===== src/rtl/alu_ctrl_pkg.sv =====
// Shared encodings for the bit-serial ALU sequencer: op codes, slice mux selects, FSM states.
package alu_ctrl_pkg;

  localparam logic [2:0] OP_AND = 3'b000;
  localparam logic [2:0] OP_OR  = 3'b001;
  localparam logic [2:0] OP_ADD = 3'b010;
  localparam logic [2:0] OP_SUB = 3'b110;
  localparam logic [2:0] OP_SLT = 3'b111;

  localparam logic [1:0] SEL_AND  = 2'b00;
  localparam logic [1:0] SEL_OR   = 2'b01;
  localparam logic [1:0] SEL_SUM  = 2'b10;
  localparam logic [1:0] SEL_LESS = 2'b11;

  localparam logic [1:0] ST_IDLE   = 2'd0;
  localparam logic [1:0] ST_RUN    = 2'd1;
  localparam logic [1:0] ST_FINISH = 2'd2;

  function automatic logic op_is_legal(input logic [2:0] op);
    return (op == OP_AND) || (op == OP_OR) || (op == OP_ADD) ||
           (op == OP_SUB) || (op == OP_SLT);
  endfunction

  // SUB and SLT both subtract: invert b and seed the carry with 1.
  function automatic logic op_binv(input logic [2:0] op);
    return (op == OP_SUB) || (op == OP_SLT);
  endfunction

  function automatic logic [1:0] op_sel(input logic [2:0] op);
    logic [1:0] sel;
    case (op)
      OP_OR:                  sel = SEL_OR;
      OP_ADD, OP_SUB, OP_SLT: sel = SEL_SUM;
      default:                sel = SEL_AND;
    endcase
    return sel;
  endfunction

endpackage


===== src/rtl/alu_bit_slice.sv =====
// One-bit MIPS ALU slice: AND, OR, full adder and a 4:1 result mux.
module alu_bit_slice
  import alu_ctrl_pkg::*;
(
  input  logic       a,
  input  logic       b,
  input  logic       cin,
  input  logic       less,
  input  logic [1:0] sel,
  output logic       result,
  output logic       cout
);

  logic sum;

  assign sum  = a ^ b ^ cin;
  assign cout = (a & b) | (a & cin) | (b & cin);

  always_comb begin
    result = 1'b0;
    case (sel)
      SEL_AND:  result = a & b;
      SEL_OR:   result = a | b;
      SEL_SUM:  result = sum;
      SEL_LESS: result = less;
      default:  result = 1'b0;
    endcase
  end

endmodule


===== src/rtl/alu_serial_ctrl.sv =====
// Bit-serial ALU sequencer: one slice, one bit per clock, LSB first, start/busy/done handshake.
// Optional abort input enabled by defining ALU_SERIAL_ABORT_EN.
//
// state     | meaning
// ST_IDLE   | waiting for start; operands/op latched on start
// ST_RUN    | one bit per clock through the slice, carry chained in carry_q
// ST_FINISH | flags, SLT fix-up and done pulse; back to idle
module alu_serial_ctrl
  import alu_ctrl_pkg::*;
#(
  parameter int WIDTH = 32
) (
  input  logic             clk,
  input  logic             rst_n,
  input  logic             start,
`ifdef ALU_SERIAL_ABORT_EN
  input  logic             abort,
`endif
  input  logic [2:0]       op,
  input  logic [WIDTH-1:0] a,
  input  logic [WIDTH-1:0] b,
  output logic             busy,
  output logic             done,
  output logic [WIDTH-1:0] result,
  output logic             zero,
  output logic             overflow,
  output logic             err
);

  localparam int IDX_W = $clog2(WIDTH);

  logic [1:0]       state_q, state_d;
  logic [2:0]       op_q, op_d;
  logic [WIDTH-1:0] a_q, a_d;
  logic [WIDTH-1:0] b_q, b_d;
  logic [WIDTH-1:0] acc_q, acc_d;
  logic [IDX_W-1:0] bit_idx_q, bit_idx_d;
  logic             carry_q, carry_d;
  logic             cin_msb_q, cin_msb_d;
  logic             done_q, done_d;
  logic [WIDTH-1:0] result_q, result_d;
  logic             zero_q, zero_d;
  logic             overflow_q, overflow_d;
  logic             err_q, err_d;

  logic             slice_b, slice_less, slice_res, slice_cout;
  logic [1:0]       slice_sel;
  logic             legal, add_ovf;
  logic [WIDTH-1:0] fin_res;

  alu_bit_slice u_slice (
    .a      (a_q[0]),
    .b      (slice_b),
    .cin    (carry_q),
    .less   (slice_less),
    .sel    (slice_sel),
    .result (slice_res),
    .cout   (slice_cout)
  );

  assign legal   = op_is_legal(op_q);
  assign add_ovf = cin_msb_q ^ carry_q;

  always_comb begin
    state_d    = state_q;
    op_d       = op_q;
    a_d        = a_q;
    b_d        = b_q;
    acc_d      = acc_q;
    bit_idx_d  = bit_idx_q;
    carry_d    = carry_q;
    cin_msb_d  = cin_msb_q;
    done_d     = 1'b0;
    result_d   = result_q;
    zero_d     = zero_q;
    overflow_d = overflow_q;
    err_d      = err_q;
    slice_b    = b_q[0] ^ op_binv(op_q);
    slice_sel  = op_sel(op_q);
    slice_less = 1'b0;
    fin_res    = acc_q;

    case (state_q)
      ST_IDLE: begin
        if (start) begin
          state_d   = ST_RUN;
          op_d      = op;
          a_d       = a;
          b_d       = b;
          bit_idx_d = '0;
          carry_d   = op_binv(op);
        end
      end
      ST_RUN: begin
        acc_d     = {slice_res & legal, acc_q[WIDTH-1:1]};
        a_d       = a_q >> 1;
        b_d       = b_q >> 1;
        carry_d   = slice_cout;
        bit_idx_d = bit_idx_q + IDX_W'(1);
        if (bit_idx_q == IDX_W'(WIDTH - 1)) begin
          cin_msb_d = carry_q;
          bit_idx_d = '0;
          state_d   = ST_FINISH;
        end
      end
      ST_FINISH: begin
        // The slice's less input rebuilds bit 0 for SLT: sign of (a-b) corrected by overflow.
        slice_sel  = SEL_LESS;
        slice_less = acc_q[WIDTH-1] ^ add_ovf;
        if (!legal) begin
          fin_res    = '0;
          overflow_d = 1'b0;
        end else if (op_q == OP_SLT) begin
          fin_res    = '0;
          fin_res[0] = slice_res;
          overflow_d = add_ovf;
        end else begin
          overflow_d = (op_q == OP_ADD) || (op_q == OP_SUB) ? add_ovf : 1'b0;
        end
        result_d = fin_res;
        zero_d   = (fin_res == '0);
        err_d    = ~legal;
        done_d   = 1'b1;
        state_d  = ST_IDLE;
      end
      default: state_d = ST_IDLE;
    endcase

`ifdef ALU_SERIAL_ABORT_EN
    if (abort && (state_q != ST_IDLE)) begin
      state_d    = ST_IDLE;
      bit_idx_d  = '0;
      done_d     = 1'b0;
      result_d   = result_q;
      zero_d     = zero_q;
      overflow_d = overflow_q;
      err_d      = err_q;
    end
`endif
  end

  always_ff @(posedge clk or negedge rst_n) begin
    if (!rst_n) begin
      state_q    <= ST_IDLE;
      op_q       <= '0;
      a_q        <= '0;
      b_q        <= '0;
      acc_q      <= '0;
      bit_idx_q  <= '0;
      carry_q    <= 1'b0;
      cin_msb_q  <= 1'b0;
      done_q     <= 1'b0;
      result_q   <= '0;
      zero_q     <= 1'b0;
      overflow_q <= 1'b0;
      err_q      <= 1'b0;
    end else begin
      state_q    <= state_d;
      op_q       <= op_d;
      a_q        <= a_d;
      b_q        <= b_d;
      acc_q      <= acc_d;
      bit_idx_q  <= bit_idx_d;
      carry_q    <= carry_d;
      cin_msb_q  <= cin_msb_d;
      done_q     <= done_d;
      result_q   <= result_d;
      zero_q     <= zero_d;
      overflow_q <= overflow_d;
      err_q      <= err_d;
    end
  end

  assign busy     = (state_q != ST_IDLE);
  assign done     = done_q;
  assign result   = result_q;
  assign zero     = zero_q;
  assign overflow = overflow_q;
  assign err      = err_q;

endmodule


===== config.mk =====
export PLATFORM = sky130hd
export DESIGN_NAME = alu_serial_ctrl
export DESIGN_NICKNAME = d
export VERILOG_FILES = /design/src/rtl/alu_ctrl_pkg.sv /design/src/rtl/alu_bit_slice.sv /design/src/rtl/alu_serial_ctrl.sv
export SDC_FILE = /design/constraint.sdc
export NUM_CORES = 1
export LEC_CHECK = 0
export CORE_UTILIZATION = 55
export CTS_BUF_LIST = sky130_fd_sc_hd__clkbuf_2
export CTS_CLUSTER_SIZE = 16
export DETAILED_ROUTE_END_ITERATION = 10
export PLACE_DENSITY = 0.82
export SLEW_MARGIN = 15
export SYNTH_ARGS = -nofsm -noshare
export SYNTH_HDL_FRONTEND = slang
export SYNTH_SLANG_ARGS = --single-unit

===== constraint.sdc =====
create_clock -name clk -period 2.6 [get_ports clk]
set_input_delay 0.52 -clock clk [delete_from_list [all_inputs] [get_ports clk]]
set_output_delay 0.52 -clock clk [all_outputs]
set_load 0.05 [all_outputs]

Word-level counts from Yosys, hierarchy flattened --
Cells that the tools add are included. W data, S select, Z words.
Cells by class: add/subtract/negate cells 1, equality and inequality tests 14, mux-type cells 23, bitwise gates (word level) 13, reduce and logical (&&, ||, !) cells 18
Operator list (count):
- $mux W32 | 5
- $pmux W32 S2 | 2
- $logic_not A32 Y1 | 1
- $eq A3 B3 Y1 const B | 4
- $mux W5 | 2
- $pmux W5 S2 | 1
- $pmux W2 S2 | 2
- $reduce_and A2 Y1 | 4
- $logic_or A1 B1 Y1 | 7
- $eq A2 B2 Y1 const B | 3
- $mux W1 | 6
- $mux W2 | 3
- $add A5 B1 Y5 const B | 1
- $eq A5 B5 Y1 const B | 1
- $xor A1 B1 Y1 | 5
- $and A1 B1 Y1 | 4
- $eq A2 B1 Y1 const B | 2
- $logic_not A2 Y1 | 2
- $ne A2 B2 Y1 const B | 2
- $pmux W1 S4 | 1
- $reduce_bool A2 Y1 | 2
- $eq A3 B1 Y1 const B | 1
- $eq A3 B2 Y1 const B | 1
- $logic_not A3 Y1 | 1
- other kinds (4) | 6
Word-level totals: flip-flop bits (word level) 144, output and inout port bits 37, logic and storage cells 82

Logic depth before layout (Yosys ltp) --
word-level depth 10, mapped depth 9, depth with buffers taken out 8

By module --
Synthesis repeated with hierarchy kept, for this count alone.
Second synthesis, totals: cells, all modules 585, area total of the unflattened synthesis 6213.5 um2
By module, submodules not included:
- alu_serial_ctrl | instances 1, cells an instance 575, area each 6123.4 um2, sequential area each 3603.5 um2
- alu_bit_slice | instances 1, cells an instance 10, area each 90.1 um2, sequential area each 0.0 um2

Worst setup path after synthesis --
OpenSTA, ideal clock, no wires.
kind flip-flop to flip-flop, start point reg op_q[1], end point reg result_q[0] (netlist: result[0]), setup time 0.130 ns, arrival time 1.749 ns, data required time 2.470 ns, slack 0.721 ns, stages on the path, launching flop included 9, path buffers 1, period minus slack after synthesis 1.879 ns, cell sequence dfrtp_1 buf_2 nand2_1 xnor2_1 fa_1 nand4_1 nor3_1 a211oi_1 o21ai_0
On the way: word-level cells in the longest chain between the ends 9
Ends and longest elaborated chain:
- start, declared | RTL line alu_serial_ctrl.sv:33 | logic [2:0] op_q, op_d;
- start signal, assigned | RTL line alu_serial_ctrl.sv:159 | op_q <= op_d;
- $eq A3 B3 Y1, or another cell as far along | RTL line alu_ctrl_pkg.sv:21, alu_ctrl_pkg.sv:26, alu_ctrl_pkg.sv:31
- $reduce_or A3 Y1 or $logic_or A1 B1 Y1 (tied branches) | RTL line alu_ctrl_pkg.sv:31, alu_ctrl_pkg.sv:26
- $pmux W2 S2 or $xor A1 B1 Y1 (tied branches) | RTL line alu_ctrl_pkg.sv:31, alu_serial_ctrl.sv:78
- $mux W2 or $xor A1 B1 Y1 (tied branches) | RTL line alu_serial_ctrl.sv:83, alu_bit_slice.sv:16
- $eq A2 B2 Y1, or another cell as far along | RTL line alu_bit_slice.sv:21 | case (sel)
- $pmux W1 S4 | RTL line alu_bit_slice.sv:21
- $mux W32 | RTL line alu_serial_ctrl.sv:113 | end else if (op_q == OP_SLT) begin
- $mux W32 (*) | RTL line alu_serial_ctrl.sv:110 | if (!legal) begin
- $mux W32 (*) | RTL line alu_serial_ctrl.sv:83 | case (state_q)
- end signal, assigned | RTL line alu_serial_ctrl.sv:167 | result_q <= result_d;
- end, declared | RTL line alu_serial_ctrl.sv:41 | logic [WIDTH-1:0] result_q, result_d;
Mark *: on every way between the ends. The rest lies on a longest branch, timed or not. The select of a mux whose other input is x is not followed. A chain may end at the register's enable or synchronous reset.

Worst setup path in the final report --
start point reg overflow_q (netlist: overflow), end point out overflow
RTL lines:
- start, declared | RTL line alu_serial_ctrl.sv:43 | logic overflow_q, overflow_d;
- start signal, assigned | RTL line alu_serial_ctrl.sv:169 | overflow_q <= overflow_d;
- end, declared | RTL line alu_serial_ctrl.sv:26 | output logic overflow,
No word-level cell between the ends.

==> results.txt <==
* Dominant register cell in the synthesized netlist: sky130_fd_sc_hd__dfrtp_1
* Antenna violations before repair: 0
- Clock Path Buffers: 2
- Wire length of the first global-routing pass: 21.5 mm
- Rows: 38
- Total buffers and inverters traversed by the critical path: 1
- Adding up every negative setup slack in the final design gives 0 ns.
- For the final database, setup skew stands at 0.0279 ns.
* Number of remaining DRC errors: 0
- CTS tree: built
- Clock latency on the worst-skew pair, taken at its later pin, is 0.67 ns.
- At the end of routability-driven placement, the weighted congestion stood at roughly 0.8.
- CP max FO: 2
* Number of synthesized flops with an enable pin: 0
- The synthesized netlist occupies a cell area of 6300 um2.
- The flow ran to the end, and the final reports show no timing, DRC or antenna violations.
* Gate Count Post-Synth: 646
- Data required time at the worst endpoint: 2.08 ns
- STA classifies the critical path startpoint as a flip-flop.
* Crit path max-delay family: buffers and inverters
* GRT Total Usage: 23.5%
- Number of buffers created by CTS: 17
- Detailed placer's ending HPWL: between 8 and 9 mm
* Die ar.: 11,900 um2
- Wire length reported by the detailed router: 12.5 mm
- Max-cap check violation count: 0
- Summing internal, switching and leakage power gives 6.51 mW.
* Dominant cell by count in the synthesized netlist: sky130_fd_sc_hd__nand2_1
* Antenna-violating nets left: 0
- At the pin with the least slew margin, the transition time is 0.676 ns.
- The total count of max-transition violations in the final report is 0.
* Core utilization of the finished layout: 69.5%
- Port Buffers: approximately 110
* Starting Density: 57.4%
- Of all cell types, the one taking the most synthesized area is sky130_fd_sc_hd__dfrtp_1.
- For this run, asynchronously set or reset flops after synthesis account for 100%.
- Pin count of the biggest net entering global routing: 69
- First-pass detailed-route iteration total: 5
* Total I/O pin count: 107
* Proportion of layout cells with a drive suffix above 1: 6.90%
* Critical Path Max Stage Delay: 0.83 ns
- Peak supply drop: 0.595 mV
- Hold is met by 0.380 ns.
- Buffer type at the clock tree root: sky130_fd_sc_hd__clkbuf_2
- Crit-path cells: clkdlybuf4s50_1
- Number of hold-slack violations in the final timing report: 0
- Setup violations remaining at the end of the flow were counted as 0.
* Top cells by instance count after synthesis: sky130_fd_sc_hd__nand2_1 (233), sky130_fd_sc_hd__dfrtp_1 (144), sky130_fd_sc_hd__mux2i_1 (62)
- After synthesis, the mean cell area works out to 9.76 um2.
- The analysis attributes to cell leakage a power of 3.48 nW.
- Timing analysis after detailed placement gives a worst setup slack of 0.450 ns.
- The clock tree synthesis step divided the H-tree into 4 levels.
* Sink Count: 144
- Synthesis produced a netlist with a net count of about 700.
* Timing-limited maximum frequency: roughly 420 MHz
* DR iter-0 viols: 257
* Flops & latches, synth: 144
- Fraction of the cycle the final worst path needs: 92.4%
* Worst-path cell with the longest stage delay: sky130_fd_sc_hd__clkdlybuf4s50_1
- Worst slew margin relative to its limit: between 50 and 60%
- Setup crit end kind: primary output
- GR Overflow Total: 0
- The min-delay analysis places its worst path in the category input pin to async pin.
- Using the TritonRoute via totals, the vias-per-cell ratio works out to roughly 5.3.
* Critical path class: flip-flop to primary output
* Distinct cells, synth: 39
* Ys Warns: 0
- After detailed routing, the average wire length per cell comes to 14.0 um.
- The die is 109 um tall.
- Vias in the first global route: 4,710
* Area share of the largest cell type after synthesis: 57.2%
- By area the synthesized netlist is led by sky130_fd_sc_hd__dfrtp_1 (57%), sky130_fd_sc_hd__nand2_1 (14%), sky130_fd_sc_hd__mux2i_1 (9.8%).
* Post-layout nets: 820
* Sequential share of the synthesized area: roughly 57%
* Die outline width: 109 um
- Total number of vias: between 4,000 and 5,000
- After floorplanning, the core was sized to cover 11,000 um2.
- Setup slack closes at 0.197 ns.
- Clock slew at reported path FFs: 0.19 ns
- Relative to the synthesized area, the layout overhead comes to 21.1%.
- Data on the critical path arrives at its endpoint at 1.88 ns.
* Time the final worst path needs with I/O delays and setup: 2.40 ns
* Unrepaired setup endpoints after global routing: no
- Antenna fix cells: 0
- Power per cell area: 853 nW/um2
==> where the power goes <==
group / internal [mW] / switching [mW] / leakage [nW]
Sequential: 2.84 / 0.495 / 1.93
Combinational: 0.917 / 1.31 / 1.44
Clock: 0.220 / 0.735 / 0.104
Total: 3.97 / 2.54 / 3.48
==> flip-flops by register name, indices dropped and copies added (netlist names), 2 cells and up <==
signal	cells
a_q	32
acc_q	32
b_q	32
result	32
bit_idx_q	5
op_q	3
state_q	2
==> cells by family after synthesis <==
group | Yosys count | share of synthesized area, %
adder cells (fa/ha/maj) | 5 | 1.11
flip-flops | 144 | 57.2
buffers and inverters | 45 | 3.69
XOR/XNOR | 3 | 0.635
AO/OA/AOI/OAI | 82 | 6.97
AND/OR/NAND/NOR | 301 | 19.9
multiplexers | 66 | 10.6
==> cell usage in the layout, fill, tap and decap left out, drive strengths merged, types with 7 or more instances in the layout <==
cell type	netlist	final
buf	29	15
clkinv	0	7
dfrtp	144	144
nor4	7	7
o21ai	71	71
mux2i	62	62
nand2	233	233
clkbuf	12	19
nand3	34	34
clkdlybuf4s50	0	104
==> cell type report <==
class / instances / area, um2
inverter: 4 / 15.0
multi-input combinational: 457 / 2480
timing repair buffer: 121 / 1210
sequential: 144 / 3600
fill: 863 / 3350
clock inverter: 9 / 48.8
clock buffer: 19 / 95.1
tap: 140 / 175
==> final timing paths <==
check | start | end | slack (ns) | cells after the start
min in group clk | a[31] | a_q[31]$_DFFE_PN0P_ | 0.39 | 3
min reg2reg | result[1]$_DFFE_PN0P_ | result[1]$_DFFE_PN0P_ | 0.49 | 2
max reg2reg | op_q[1]$_DFFE_PN0P_ | zero$_DFFE_PN0P_ | 0.44 | 7
min | rst_n | b_q[6]$_DFFE_PN0P_ | 0.38 | 2
max | overflow$_DFFE_PN0P_ | overflow | 0.20 | 1
max in group asynchronous | rst_n | acc_q[4]$_DFFE_PN0P_ | 1.48 | 3
==> per-layer routing <==
metal | part of all wire, % | track usage (%) | up-vias
met5 | 0 | 0 | -
met1 | 44 | 29.8 | 2245
met2 | 48 | 38.7 | 140
met3 | 7.0 | 6.58 | 14
li1 | - | - | 2349
met4 | 0.71 | 8.30 | 0
==> through the flow <==
stage                     std cells  cell area, um2
after global routing            894            7630
final                           894            7630
after CTS                       894            7630
after floorplan                 646            6300
after global placement          865            7480
after detailed placement        865            7480
==> what timing repair did <==
action                                  in CTS  in global routing
buffers inserted                             0                  0
endpoints found under the setup margin       1                  0
endpoints found under the hold margin       52                  0
hold buffers                                 1                  0
resized for setup                            1                  0
Note: power is estimated with default switching activity, not from simulation.
==> edit 1 (config.mk and constraints unchanged) <==
Change the parameter `WIDTH` from 32 to 16.
--- a/src/rtl/alu_serial_ctrl.sv
+++ b/src/rtl/alu_serial_ctrl.sv
@@ -8,7 +8,7 @@
 module alu_serial_ctrl
   import alu_ctrl_pkg::*;
 #(
-  parameter int WIDTH = 32
+  parameter int WIDTH = 16
 ) (
   input  logic             clk,
   input  logic             rst_n,
Interface: changed (resized a, b and result); port bits go from 107 to 59. No check against the original RTL was run, so the function may have changed too.
==> edit 1 against the original RTL <==
Utilization fell by 0.14 points. Sequential power is 42% lower. Critical path type unchanged. Fmax up 6.6%. Power fell by 40%. Sequential cell count down 65. Combinational power down 33%. Routed wire length down 49%. Hold slack better by 0.11 ns. Design area fell by 45%. Synthesized area is 43% lower. Global-route usage shrank 1.9 points. Setup slack improved by 0.15 ns.
==> edit 1: results <==
[outcome]
run_status = complete, no violations

[power_and_ir_drop]
ir_worst_vdd_uv = 644
leakagePower_nw = 1.85
p_per_area_mw_per_mm2 = 929

[cts]
clk_latency_ns = 0.51
cts-buffers-inserted = 9
post-cts-setup-buffers = 0
clkTransAtPathRegs_ns = 0.21
cts-htree-levels = 3

[global_routing]
grt_pass1_wl_um = 10800
antenna_found_initial = 0
grt_max_degree = 44
grt_pass1_vias = 2520
grtUsageTotal_pct = 21.6

[placement]
port_buffers = 58
dpl.hpwl_um = 4550
pre_cts_ws_ns = 0.618
place_area_mm2 = 0.00414
gp_congestion = 0.734
dpl.cell_count = 474

[routing]
via_per_inst = 5.22
drt-pass1-iter-count = 4
drt_iter0_drc = 140
vias = 2560
routedWlPerCell_um = 13.1

[synth]
ys_warn_count = 0
seq_area_frac_synth_pct = 55.4
ys_types = 31
synth_top_cells_by_count = nand2_1 (120), dfrtp_1 (79), o21ai_1 (56), mux2i_1 (30), buf_2 (13)
syn_avg_cell_area_um2 = 9.99
synth_nets = 399
synth_area_leaders = dfrtp_1 (55%), nand2_1 (13%), mux2i_1 (8.4%)

[setup_path]
crit_path_top_delay_cell = clkdlybuf4s50_1
crit_start = overflow
cp.arrival_ns = 1.73
regToRegStartpoint = op_q[1]
critical-path-max-stage-delay_ns = 0.81

[cells_and_area]
n_antenna_cell = 0
fill_cells = 490
drive_above_1_share_pct = 6.51
nets = 453

[sta]
worst_slew_pin_slew_ns = 0.607
finClkSkew_ns = 0.0283
[edit 1: kinds of logic after synthesis]
| logic type | count (synthesis) | share of synthesized area (%) |
|---|---|---|
| adder cells (fa/ha/maj) | 4 | 1.61 |
| flip-flops | 79 | 55.4 |
| multiplexers | 35 | 10.3 |
| XOR/XNOR | 2 | 0.491 |
| AND/OR/NAND/NOR | 145 | 16.7 |
| buffers and inverters | 26 | 5.61 |
| AO/OA/AOI/OAI | 66 | 9.79 |
[edit 1: layer usage]
metal,vias up,share of wire [%],global-route usage [%]
met2,53,48,36.9
met3,11,4.8,6.70
met1,1193,45,25.5
met4,0,1.6,7.93
met5,-,0,0
li1,1303,-,-
[edit 1: where the power goes]
group / internal (mW) / switching [mW] / total (mW)
clock: 0.117 / 0.401 / 0.517
sequential: 1.61 / 0.325 / 1.93
combinational: 0.605 / 0.874 / 1.48
total: 2.33 / 1.60 / 3.93
[edit 1: worst paths after layout]
path                           endpoint  slack, ns  cells past startpoint
setup / recovery               overflow       0.35                      1
min in group clk           bit_idx_q[3]       0.49                      1
hold / removal                result[1]       0.49                      2
max in group asynchronous       b_q[13]       1.50                      3
setup reg to reg              acc_q[15]       0.55                      7
hold reg to reg            bit_idx_q[3]       0.49                      1
[edit 1: final cells by class]
| class | count | share of cell area, % |
|---|---|---|
| multi-input cells | 252 | 33.2 |
| clock inverters | 5 | 0.621 |
| repair buffers | 66 | 15.8 |
| inverters | 3 | 0.266 |
| clock buffers | 10 | 1.18 |
| flip-flops and latches | 79 | 46.7 |
| well taps | 75 | 2.22 |
[edit 1: what timing repair did]
| action | 4_1_cts | 5_1_grt |
|---|---|---|
| resized for setup | 0 | 1 |
| hold endpoints to repair | 39 | 0 |
| setup endpoints to repair | 0 | 1 |
| hold buffers | 1 | 0 |
==> edit 2 (config.mk and constraints unchanged) <==
Made on the original files. Register the output `result` once more, with the module's reset; this adds one clock of latency there. The other outputs are not delayed to match.
--- a/src/rtl/alu_serial_ctrl.sv
+++ b/src/rtl/alu_serial_ctrl.sv
@@ -28,6 +28,8 @@
 );
 
   localparam int IDX_W = $clog2(WIDTH);
+
+  logic [WIDTH-1:0] result_c;
 
   logic [1:0]       state_q, state_d;
   logic [2:0]       op_q, op_d;
@@ -173,10 +175,18 @@
 
   assign busy     = (state_q != ST_IDLE);
   assign done     = done_q;
-  assign result   = result_q;
+  assign result_c = result_q;
   assign zero     = zero_q;
   assign overflow = overflow_q;
   assign err      = err_q;
 
+  always_ff @(posedge clk or negedge rst_n) begin
+    if (!rst_n) begin
+      result <= '0;
+    end else begin
+      result <= result_c;
+    end
+  end
+
 endmodule
 
Behaviour: no difference found for any inputs over 10 cycles, from zero or initial values and one cycle with rst_n low; that may be too few to reach the edited logic, so the function may still have changed.
==> edit 2 against the original RTL <==
Power up 11%. Die area up 13%. Design area is 12% higher. Routed wire length about the same. Final cell count rose by 7.6%. Sequential cell count is 32 higher. Synthesized area up 13%. First-iteration DRC count down 3.9%. Global-route usage decreased by 2.5 points. Largest cell class unchanged. Setup slack got worse by 0.051 ns.
==> edit 2: results <==
[synth]
syn_avg_cell_area_um2 = 10.5
synth_top_cells_by_count = nand2_1 (232), dfrtp_1 (176), mux2i_1 (62), o21ai_0 (42), nand3_1 (35)
synth_area_leaders = dfrtp_1 (62%), nand2_1 (12%), mux2i_1 (8.7%)
synth_nets = 753
seq_area_frac_synth_pct = 61.9
ys_types = 41

[power_and_ir_drop]
clock_power_share_pct = 16.4
p_int_mw = 4.52
power_frac_seq_pct = 53.2
power_mw = 7.25
ir_worst_vdd_uv = 422
leakagePower_nw = 3.97

[cells_and_area]
n_antenna_cell = 0
drive_above_1_share_pct = 6.96
nets = 852

[outcome]
run_status = complete, no violations

[routing]
drt-met1-wl_um = 5590
drt-pass1-iter-count = 4
wl_met2_um = 5980
routedWlPerCell_um = 13.1
drt_iter0_drc = 247
via_per_inst = 5.08
dr_wl_met3_um = 797
drt_wl_total_um = 12600

[setup_path]
worstPathMaxFanout = 6
crit_path_top_delay_cell = dfrtp_1
cp.arrival_ns = 1.93
critical-path-max-stage-delay_ns = 0.54
critPathTopFamily = flip-flops

[global_routing]
grtUsageMet2_pct = 32.5
grt_max_degree = 74
grt_pass1_wl_um = 21600
grtUsageTotal_pct = 21.0
grt_use_met1_pct = 27.5
grt_pass1_vias = 4701
use_met3_pct = 6.69

[cts]
cts-buffers-inserted = 17
clk_latency_ns = 0.74
cts_max_path_buffers = 2
clkTransAtPathRegs_ns = 0.24

[sta]
finClkSkew_ns = 0.0284
worst_slew_pin_slew_ns = 0.648

[placement]
place_area_mm2 = 0.00833
pre_cts_ws_ns = 0.393
dpl.cell_count = 929
gp_congestion = 0.767
dpl.hpwl_um = 8700
## edit 2: worst paths after layout
| kind | startpoint | cells after the start | slack, ns | endpoint |
|---|---|---|---|---|
| setup / recovery | state_q[1] | 2 | 0.15 | busy |
| hold / removal | rst_n | 2 | 0.27 | acc_q[21] |
| setup reg to reg | op_q[2] | 7 | 0.41 | zero |
| hold reg to reg | result_c[12] | 0 | 0.40 | result[12] |
| max in group asynchronous | rst_n | 3 | 1.61 | a_q[30] |
| min in group clk | b[31] | 3 | 0.32 | b_q[31] |
## edit 2: worst reg2reg max path: stages, from the launching register on
cell and delay [ns]:
dfrtp_1 0.52, nand2_1 0.10, xnor2_1 0.29, fa_1 0.48, and4_1 0.22, a32oi_1 0.17, a21boi_0 0.24, a22o_1 0.16
## edit 2: cell families (layout without fill, tap and decap cells)
logic type                 after synthesis  count (layout)  share of synthesized area [%]
muxes                                   66              66                           9.36
and+or+nand+nor                        300             300                           17.7
xor gates and xnor gates                 3               3                          0.563
buffers and inverters                   44             156                           3.22
DFF                                    176             176                           61.9
AOI/OAI and AO/OA                       84              84                           6.26
adders and majority gates                5               5                          0.985
## edit 2: final cells by class
| class | count | area (µm²) |
|---|---|---|
| well taps | 172 | 215 |
| repair buffers | 121 | 1220 |
| flip-flops and latches | 176 | 4400 |
| multi-input cells | 458 | 2490 |
| fillers | 1019 | 4080 |
| inverters | 3 | 11.3 |
| clock buffers | 17 | 85.1 |
| clock inverters | 15 | 111 |
## edit 2: repair_timing
| item | in CTS | in global routing |
|---|---|---|
| hold buffers | 1 | 0 |
| pin swaps | 0 | 0 |
| resized for setup | 3 | 3 |
| endpoints found under the hold margin | 52 | 0 |
| endpoints found under the setup margin | 1 | 3 |
